### src/rtl/pr_skid_stage_pkg.sv
// Shared pipeline-register package: stage state encoding and default widths.
package pr_skid_stage_pkg;

   localparam int DEF_DATA_WIDTH = 32;
   localparam int DEF_CTRL_WIDTH = 24;

   // Encoding doubles as the held-word count.
   typedef enum logic [1:0] {
      ST_EMPTY = 2'd0,
      ST_BUSY  = 2'd1,
      ST_FULL  = 2'd2
   } skid_state_t;

endpackage

### src/rtl/pr_skid_stage_slot.sv
// One held entry: valid + control + payload register with load, drop and flush-clear.
// Clear and drop zero valid/ctrl only; payload keeps its stale value.
module pr_skid_slot
   import pr_skid_stage_pkg::*;
#(
   parameter int DATA_WIDTH = DEF_DATA_WIDTH,
   parameter int CTRL_WIDTH = DEF_CTRL_WIDTH
) (
   input  logic                  CLK,
   input  logic                  RESET,
   input  logic                  CLEAR,
   input  logic                  LOAD,
   input  logic                  DROP,
   input  logic [DATA_WIDTH-1:0] LOAD_DATA,
   input  logic [CTRL_WIDTH-1:0] LOAD_CTRL,
   output logic                  VALID,
   output logic [DATA_WIDTH-1:0] DATA,
   output logic [CTRL_WIDTH-1:0] CTRL
);

   // Entry register; clear beats load beats drop.
   always_ff @(posedge CLK or posedge RESET) begin
      if (RESET) begin
         VALID <= 1'b0;
         DATA  <= '0;
         CTRL  <= '0;
      end else if (CLEAR) begin
         VALID <= 1'b0;
         CTRL  <= '0;
      end else if (LOAD) begin
         VALID <= 1'b1;
         DATA  <= LOAD_DATA;
         CTRL  <= LOAD_CTRL;
      end else if (DROP) begin
         VALID <= 1'b0;
         CTRL  <= '0;
      end
   end

endmodule

### src/rtl/pr_skid_stage.sv
// Pipeline register stage with optional skid entry.
// Macro PR_SKID_STAGE_SKID_EN: defined -> main + skid entries, registered IN_READY;
// undefined -> single entry, IN_READY = !OUT_VALID || OUT_READY.
module pr_skid_stage
   import pr_skid_stage_pkg::*;
#(
   parameter int DATA_WIDTH = DEF_DATA_WIDTH,
   parameter int CTRL_WIDTH = DEF_CTRL_WIDTH
) (
   input  logic                  CLK,
   input  logic                  RESET,
   input  logic                  FLUSH,
   input  logic                  IN_VALID,
   output logic                  IN_READY,
   input  logic [DATA_WIDTH-1:0] IN_DATA,
   input  logic [CTRL_WIDTH-1:0] IN_CTRL,
   output logic                  OUT_VALID,
   input  logic                  OUT_READY,
   output logic [DATA_WIDTH-1:0] OUT_DATA,
   output logic [CTRL_WIDTH-1:0] OUT_CTRL,
   output logic [1:0]            OCCUPANCY
);

   skid_state_t           state_q, state_d;
   logic                  accept, fire;
   logic                  main_load, main_drop, main_valid;
   logic [DATA_WIDTH-1:0] main_data, main_ld_data;
   logic [CTRL_WIDTH-1:0] main_ctrl, main_ld_ctrl;

   assign fire   = main_valid && OUT_READY;
   assign accept = IN_VALID && IN_READY;

`ifdef PR_SKID_STAGE_SKID_EN
   logic                  in_ready_q;
   logic                  skid_load, skid_drop, skid_valid, main_from_skid;
   logic [DATA_WIDTH-1:0] skid_data;
   logic [CTRL_WIDTH-1:0] skid_ctrl;

   // Ready is registered from the next state so OUT_READY never reaches IN_READY.
   always_ff @(posedge CLK or posedge RESET) begin
      if (RESET) in_ready_q <= 1'b0;
      else       in_ready_q <= (state_d != ST_FULL);
   end

   assign IN_READY     = in_ready_q;
   assign main_ld_data = main_from_skid ? skid_data : IN_DATA;
   assign main_ld_ctrl = main_from_skid ? skid_ctrl : IN_CTRL;
   assign OCCUPANCY    = {skid_valid, main_valid & ~skid_valid};

   pr_skid_slot #(.DATA_WIDTH(DATA_WIDTH), .CTRL_WIDTH(CTRL_WIDTH)) u_skid (
      .CLK       (CLK),
      .RESET     (RESET),
      .CLEAR     (FLUSH),
      .LOAD      (skid_load),
      .DROP      (skid_drop),
      .LOAD_DATA (IN_DATA),
      .LOAD_CTRL (IN_CTRL),
      .VALID     (skid_valid),
      .DATA      (skid_data),
      .CTRL      (skid_ctrl)
   );
`else
   logic rdy_en_q;

   // Holds IN_READY low through reset and until the first edge after release.
   always_ff @(posedge CLK or posedge RESET) begin
      if (RESET) rdy_en_q <= 1'b0;
      else       rdy_en_q <= 1'b1;
   end

   assign IN_READY     = rdy_en_q && (!main_valid || OUT_READY);
   assign main_ld_data = IN_DATA;
   assign main_ld_ctrl = IN_CTRL;
   assign OCCUPANCY    = {1'b0, main_valid};
`endif

   pr_skid_slot #(.DATA_WIDTH(DATA_WIDTH), .CTRL_WIDTH(CTRL_WIDTH)) u_main (
      .CLK       (CLK),
      .RESET     (RESET),
      .CLEAR     (FLUSH),
      .LOAD      (main_load),
      .DROP      (main_drop),
      .LOAD_DATA (main_ld_data),
      .LOAD_CTRL (main_ld_ctrl),
      .VALID     (main_valid),
      .DATA      (main_data),
      .CTRL      (main_ctrl)
   );

   // State register.
   always_ff @(posedge CLK or posedge RESET) begin
      if (RESET) state_q <= ST_EMPTY;
      else       state_q <= state_d;
   end

   // Next state and entry load/drop strobes; flush overrides everything.
   always_comb begin
      state_d   = state_q;
      main_load = 1'b0;
      main_drop = 1'b0;
`ifdef PR_SKID_STAGE_SKID_EN
      skid_load      = 1'b0;
      skid_drop      = 1'b0;
      main_from_skid = 1'b0;
`endif
      if (FLUSH) begin
         state_d = ST_EMPTY;
      end else begin
         case (state_q)
            ST_EMPTY: if (accept) begin
               main_load = 1'b1;
               state_d   = ST_BUSY;
            end
            ST_BUSY: begin
               if (accept && fire) begin
                  main_load = 1'b1;
               end else if (accept) begin
`ifdef PR_SKID_STAGE_SKID_EN
                  skid_load = 1'b1;
                  state_d   = ST_FULL;
`endif
               end else if (fire) begin
                  main_drop = 1'b1;
                  state_d   = ST_EMPTY;
               end
            end
`ifdef PR_SKID_STAGE_SKID_EN
            ST_FULL: if (fire) begin
               main_load      = 1'b1;
               main_from_skid = 1'b1;
               skid_drop      = 1'b1;
               state_d        = ST_BUSY;
            end
`endif
            default: state_d = ST_EMPTY;
         endcase
      end
   end

   assign OUT_VALID = main_valid;
   assign OUT_DATA  = main_data;
   assign OUT_CTRL  = main_valid ? main_ctrl : '0;

endmodule

### config.mk
export PLATFORM = sky130hd
export DESIGN_NAME = pr_skid_stage
export DESIGN_NICKNAME = d
export VERILOG_FILES = /design/src/rtl/pr_skid_stage_pkg.sv /design/src/rtl/pr_skid_stage_slot.sv /design/src/rtl/pr_skid_stage.sv
export SDC_FILE = /design/constraint.sdc
export NUM_CORES = 1
export LEC_CHECK = 0
export CAP_MARGIN = 20
export CORE_ASPECT_RATIO = 1.25
export CORE_MARGIN = 4
export CORE_UTILIZATION = 40
export DETAILED_ROUTE_END_ITERATION = 12
export PLACE_DENSITY = 0.8
export SYNTH_ARGS = -nofsm -noshare
export SYNTH_HDL_FRONTEND = slang
export SYNTH_SLANG_ARGS = --single-unit
### constraint.sdc
create_clock -name CLK -period 2.3 [get_ports CLK]
set_input_delay 0.345 -clock CLK [delete_from_list [all_inputs] [get_ports CLK]]
set_output_delay 0.345 -clock CLK [all_outputs]
set_load 0.02 [all_outputs]
==> flow_summary.ini, run 1 <==
[status]
outcome = complete, no violations

[finish]
nets = 351
num_antenna_cells = 0
final_cell_mix = 119 x clkdlybuf4s50_1, 58 x dfrtp_1, 27 x mux2_2
instances_no_fill = 360
drive_gt1_share_pct = 18.7
area_delta_synth_final_pct = 57.7
layout_commonest_cell = clkdlybuf4s50_1

[yosys]
syn_area_um2 = 2410
synthCells = 167
syn-num-nets = 228
ys_seq_area_share_pct = 61.2
syn_avg_cell_area_um2 = 14.4
ys_types = 21
synth-seq-cells = 59
yosys_warnings = 0

[sta]
maxSlewViolCount = 0
fin_setup_tns_ps = 0
hold_viol = 0
grt_setup_unrepaired = false
fin_skew_ps = 8.28
timing.fmax_mhz = 463
min_period_over_period_pct = 93.9
slew_headroom_pct = 65.6
worst_pin_slew_ps = 515
period_needed_ps = 2160
setup_viol = 0

[global_routing]
grt_max_degree = 58
grt_pass1_vias = 1783
grt_pass1_wl_um = 8850
antenna_found_initial = 0
track_usage_pct = 15.6
grt_overflow = 0

[clock_network]
path_clk_slew_ps = 60
clockBufferDepth = 2
clock_latency_ps = 320
htreeDepth = 3
numClockSinks = 59
cts_root_buf = clkbuf_8
numCtsBuffers = 9
cts_tree = done

[routing]
initialDrtViolationCount = 67
ant_nets = 0
vias_per_cell = 4.88
wl_um = 5660
wl_per_cell_um = 15.7
drc = 0
dr.pass1.iters = 4
num_vias = 1757

[critical_path]
critical_path.max_stage_delay_ps = 600
r2r-start = u_main.VALID$_DFFE_PP0P_
r2r_slack_ps = 560
critPathCapture = OUT_CTRL[12]
cp_max_fo = 17
required_ps = 1960
cp_slowest_cell = clkdlybuf4s50_1
startpoint_type = register
cp_cell_sequence = buf_4, and2_1, clkdlybuf4s50_1
startpoint = u_main.VALID$_DFFE_PP0P_
r2r-end = u_main.DATA[31]$_DFFE_PP0P_
path_class = reg2out
end_kind = output pin
ff2ff_path_depth = 4
crit_arrival_ps = 1810

[floorplanning]
rows = 31
initial_core_util_pct = 41.4
io_pins = 121
die_h_um = 94.8
die_w_um = 77.4
die-area_um2 = 7340
coreArea_um2 = 5820

[flow_run]
cap_violations = 0

[pwr]
power_leakage_nw = 1.65
comb_power_share_pct = 29.3
p_clk_share_pct = 26.6
power_density_nw_per_um2 = 769
p_sw_mw = 0.829
power.internal_mw = 2.10
p_seq_share_pct = 44.1
switching_share_pct = 28.3
irDropWorstVdd_uv = 461

[placement]
place.gp.congestion = 0.710
dp.cells = 345
dp_hpwl_um = 4030
io_buffers = 119

[hold_path]
hold_class = in2async
==> kinds of logic after synthesis <==
| logic type | synth area share, % |
|---|---|
| flip-flops | 61.2 |
| multiplexers | 15.7 |
| AND/OR/NAND/NOR | 8.35 |
| AO/OA/AOI/OAI | 10.2 |
| buffers and inverters | 4.20 |
| other | 0.311 |
==> sequential cells by signal, indices dropped and copies added (netlist names) <==
register	cells
u_main.CTRL	24
u_main.VALID	1
rdy_en_q	1
state_q	1
u_main.DATA	32
==> routing by layer <==
layer	share of wire (%)	track usage, %	up-vias
met5	0	0	-
met2	50	26.4	73
met4	0.49	4.45	0
li1	-	-	830
met1	41	17.3	850
met3	8.7	7.82	4
==> per-stage QoR <==
stage               hold slack [ps]  instance area (um^2)  setup WS [ps]  utilization [%]  power [mW]
global route                    414                  3800           39.0             65.4        3.07
detailed placement              484                  3640            259             62.6        2.18
finish                          377                  3800            140             65.4        2.93
global placement                480                  3640            265             62.6        2.16
CTS                             381                  3800            101             65.4        2.97
floorplan                       418                  2410            499                -        1.71
==> cell usage after synthesis, drive strengths merged <==
master | number | area (um^2)
mux2 | 32 | 379
a22o | 24 | 210
a21o | 2 | 15.0
nand2b | 2 | 15.0
conb | 2 | 7.51
and4b | 1 | 13.8
a31oi | 1 | 12.5
inv | 2 | 7.51
and2 | 25 | 156
dfrtp | 59 | 1480
buf | 10 | 86.3
nor2 | 1 | 3.75
nand2 | 2 | 7.51
clkbuf | 2 | 7.51
a21boi | 1 | 7.51
nor3 | 1 | 5.00
==> layout make-up <==
cell class              instances  area (um^2)
flip-flops and latches         59         1480
multi-input cells              94          833
clock buffers                  12          145
well taps                      66         82.6
fillers                       474         2020
repair buffers                124         1240
clock inverters                 3         15.0
inverters                       2         7.51
==> power groups by stage <==
stage,Clock [mW],Sequential (mW),Combinational [mW]
2_1_floorplan,0,1.47,0.238
3_3_place_gp,0,1.30,0.860
5_1_grt,0.851,1.31,0.909
3_5_place_dp,0,1.31,0.868
6_report,0.778,1.29,0.858
4_1_cts,0.807,1.29,0.873
==> worst max-delay path: cells and delay by family, from the launching register on <==
kind          cells  cell delay (ps)
buf+inv           2              830
flops             1              510
simple gates      1              150
==> worst min-delay path by stage <==
| stage | from | to | slack, ps | depth (start not counted) |
|---|---|---|---|---|
| after detailed placement | u_main.CTRL[14]$_DFFE_PP0P_ | u_main.CTRL[14]$_DFFE_PP0P_ | 480 | 1 |
| final | RESET | u_main.DATA[23]$_DFFE_PP0P_ | 380 | 2 |
| after global placement | u_main.CTRL[12]$_DFFE_PP0P_ | u_main.CTRL[12]$_DFFE_PP0P_ | 480 | 1 |
| after floorplan | FLUSH | state_q[0]$_DFFE_PP0P_ | 420 | 1 |
| after global routing | RESET | u_main.DATA[7]$_DFFE_PP0P_ | 410 | 2 |
| after CTS | RESET | u_main.DATA[27]$_DFFE_PP0P_ | 380 | 2 |
==> repair_timing <==
item | 4_1_cts | 5_1_grt
hold buffers | 0 | 0
endpoints found under the setup margin | 15 | 0
gates resized for setup | 1 | 0
buffers inserted | 0 | 0
(Power assumes the default switching activity.)
==> run 2: changes to the inputs <==
--- a/config.mk
+++ b/config.mk
@@ -10,7 +10,7 @@
 export CORE_MARGIN = 4
 export CORE_UTILIZATION = 40
 export DETAILED_ROUTE_END_ITERATION = 12
-export PLACE_DENSITY = 0.8
+export PLACE_DENSITY_LB_ADDON = 0.12
 export SYNTH_ARGS = -nofsm -noshare
 export SYNTH_HDL_FRONTEND = slang
 export SYNTH_SLANG_ARGS = --single-unit
==> flow_summary.ini, run 2 (synthesis results as in run 1) <==
[critical_path]
cp_cell_sequence = buf_4, and2_1, clkdlybuf4s50_1
path_class = reg2out
cp_num_cells = 3
ff2ff_path_depth = 4
crit_buf_inv = 2
end_kind = output pin
startpoint = u_main.VALID$_DFFE_PP0P_
cp_slowest_cell = clkdlybuf4s50_1
crit_arrival_ps = 1820
cp_max_fo = 25
startpoint_type = register
path_delay_family = buffers and inverters
r2r-start = u_main.VALID$_DFFE_PP0P_
required_ps = 1960
critical_path.max_stage_delay_ps = 610

[sta]
setup_viol = 0
min_period_over_period_pct = 93.9
maxSlewViolCount = 0
period_needed_ps = 2160
hold_viol = 0
grt_setup_unrepaired = false
fin_setup_tns_ps = 0
timing.fmax_mhz = 463
fin_skew_ps = 6.52
worst_slack_ps = 140

[flow_run]
cap_violations = 0

[finish]
num_antenna_cells = 0
drive_gt1_share_pct = 19.3
nets = 352
regMostFlops = u_main.DATA
reg_top3 = u_main.DATA: 32 flops, u_main.CTRL: 24 flops
area_delta_synth_final_pct = 59.4
final_cell_mix = 119 x clkdlybuf4s50_1, 59 x dfrtp_1, 27 x mux2_2
stdcell_area_um2 = 3840
layout_commonest_cell = clkdlybuf4s50_1
instances_no_fill = 362
largest_reg_flops = 32

[pwr]
p_total_mw = 3.06
power_density_nw_per_um2 = 795
power_leakage_nw = 1.67
irDropWorstVdd_uv = 509

[clock_network]
path_clk_slew_ps = 70
numClockSinks = 59
htreeDepth = 3
cts_tree = done
post-cts-setup-buffers = 0
clockBufferDepth = 2
cts_hold_buffers = 0
clock_latency_ps = 330
numCtsBuffers = 9
cts_root_buf = clkbuf_8
post_cts_resized = 0

[routing]
num_vias = 1759
drc = 0
vias_per_cell = 4.86
wl_per_cell_um = 16.1
wl_um = 5830
initialDrtViolationCount = 65
ant_nets = 0
dr.pass1.iters = 4

[hold_path]
hold_class = in2async

[global_routing]
grt_pass1_wl_um = 9230
grt_max_degree = 49
track_usage_pct = 16.5
antenna_found_initial = 0
grt_overflow = 0
grt_pass1_vias = 1877

[placement]
dp.cells = 346
io_buffers = 119
place.gp.congestion = 0.732
pre_cts_ws_ps = 249
placed_cell_area_um2 = 3650
dp_hpwl_um = 4120

[floorplanning]
die_w_um = 77.4
io_pins = 121
initial_core_util_pct = 41.4
die_h_um = 94.8
rows = 31
coreArea_um2 = 5820
die-area_um2 = 7340

[status]
outcome = complete, no violations
==> run 2: cell count changes in the layout (fill, tap and decap cells not counted) <==
cell and change:
dfrtp_2 -1, buf_4 +1, dfrtp_1 +1, bufinv_16 +1, clkbuf_1 -1, clkinvlp_4 +1
==> run 2: cell type report <==
cell class | instances | area, um^2
fill | 505 | 1980
sequential | 59 | 1480
timing repair buffer | 125 | 1250
multi-input combinational | 94 | 833
clock buffer | 11 | 141
tap | 66 | 82.6
clock inverter | 5 | 52.6
inverter | 2 | 7.51
==> run 2: where the power goes <==
group	internal [mW]	switching (mW)
combinational	0.487	0.372
sequential	1.20	0.0841
clock	0.524	0.388
==> run 2: worst paths after layout <==
kind	end	slack [ps]
max	OUT_CTRL[13]	140
min	u_main.CTRL[17]$_DFFE_PP0P_	380
max reg2reg	u_main.DATA[5]$_DFFE_PP0P_	650
min reg2reg	u_main.CTRL[7]$_DFFE_PP0P_	500
max in group asynchronous	u_main.CTRL[5]$_DFFE_PP0P_	1530
min in group CLK	u_main.CTRL[7]$_DFFE_PP0P_	500
==> run 2: layer usage <==
layer	vias up	GRT usage (%)	part of all wire [%]	wire (um)
met5	-	0	0	0
met4	0	8.46	1.0	60
met3	6	5.63	7.2	419
met2	65	27.5	51	2980
met1	855	19.0	41	2370
li1	833	-	-	-
==> run 2: tightest hold or removal path, stage by stage <==
cell and delay, ps:
clkdlybuf4s50_1 410, inv_2 60, buf_4 280
==> run 2: per-stage QoR <==
step | utilization [%] | hold slack, ps
global route | 66.0 | 387
finish | 66.0 | 377
detailed placement | 62.7 | 483
floorplan | - | 418
CTS | 66.0 | 375
global placement | 62.7 | 481
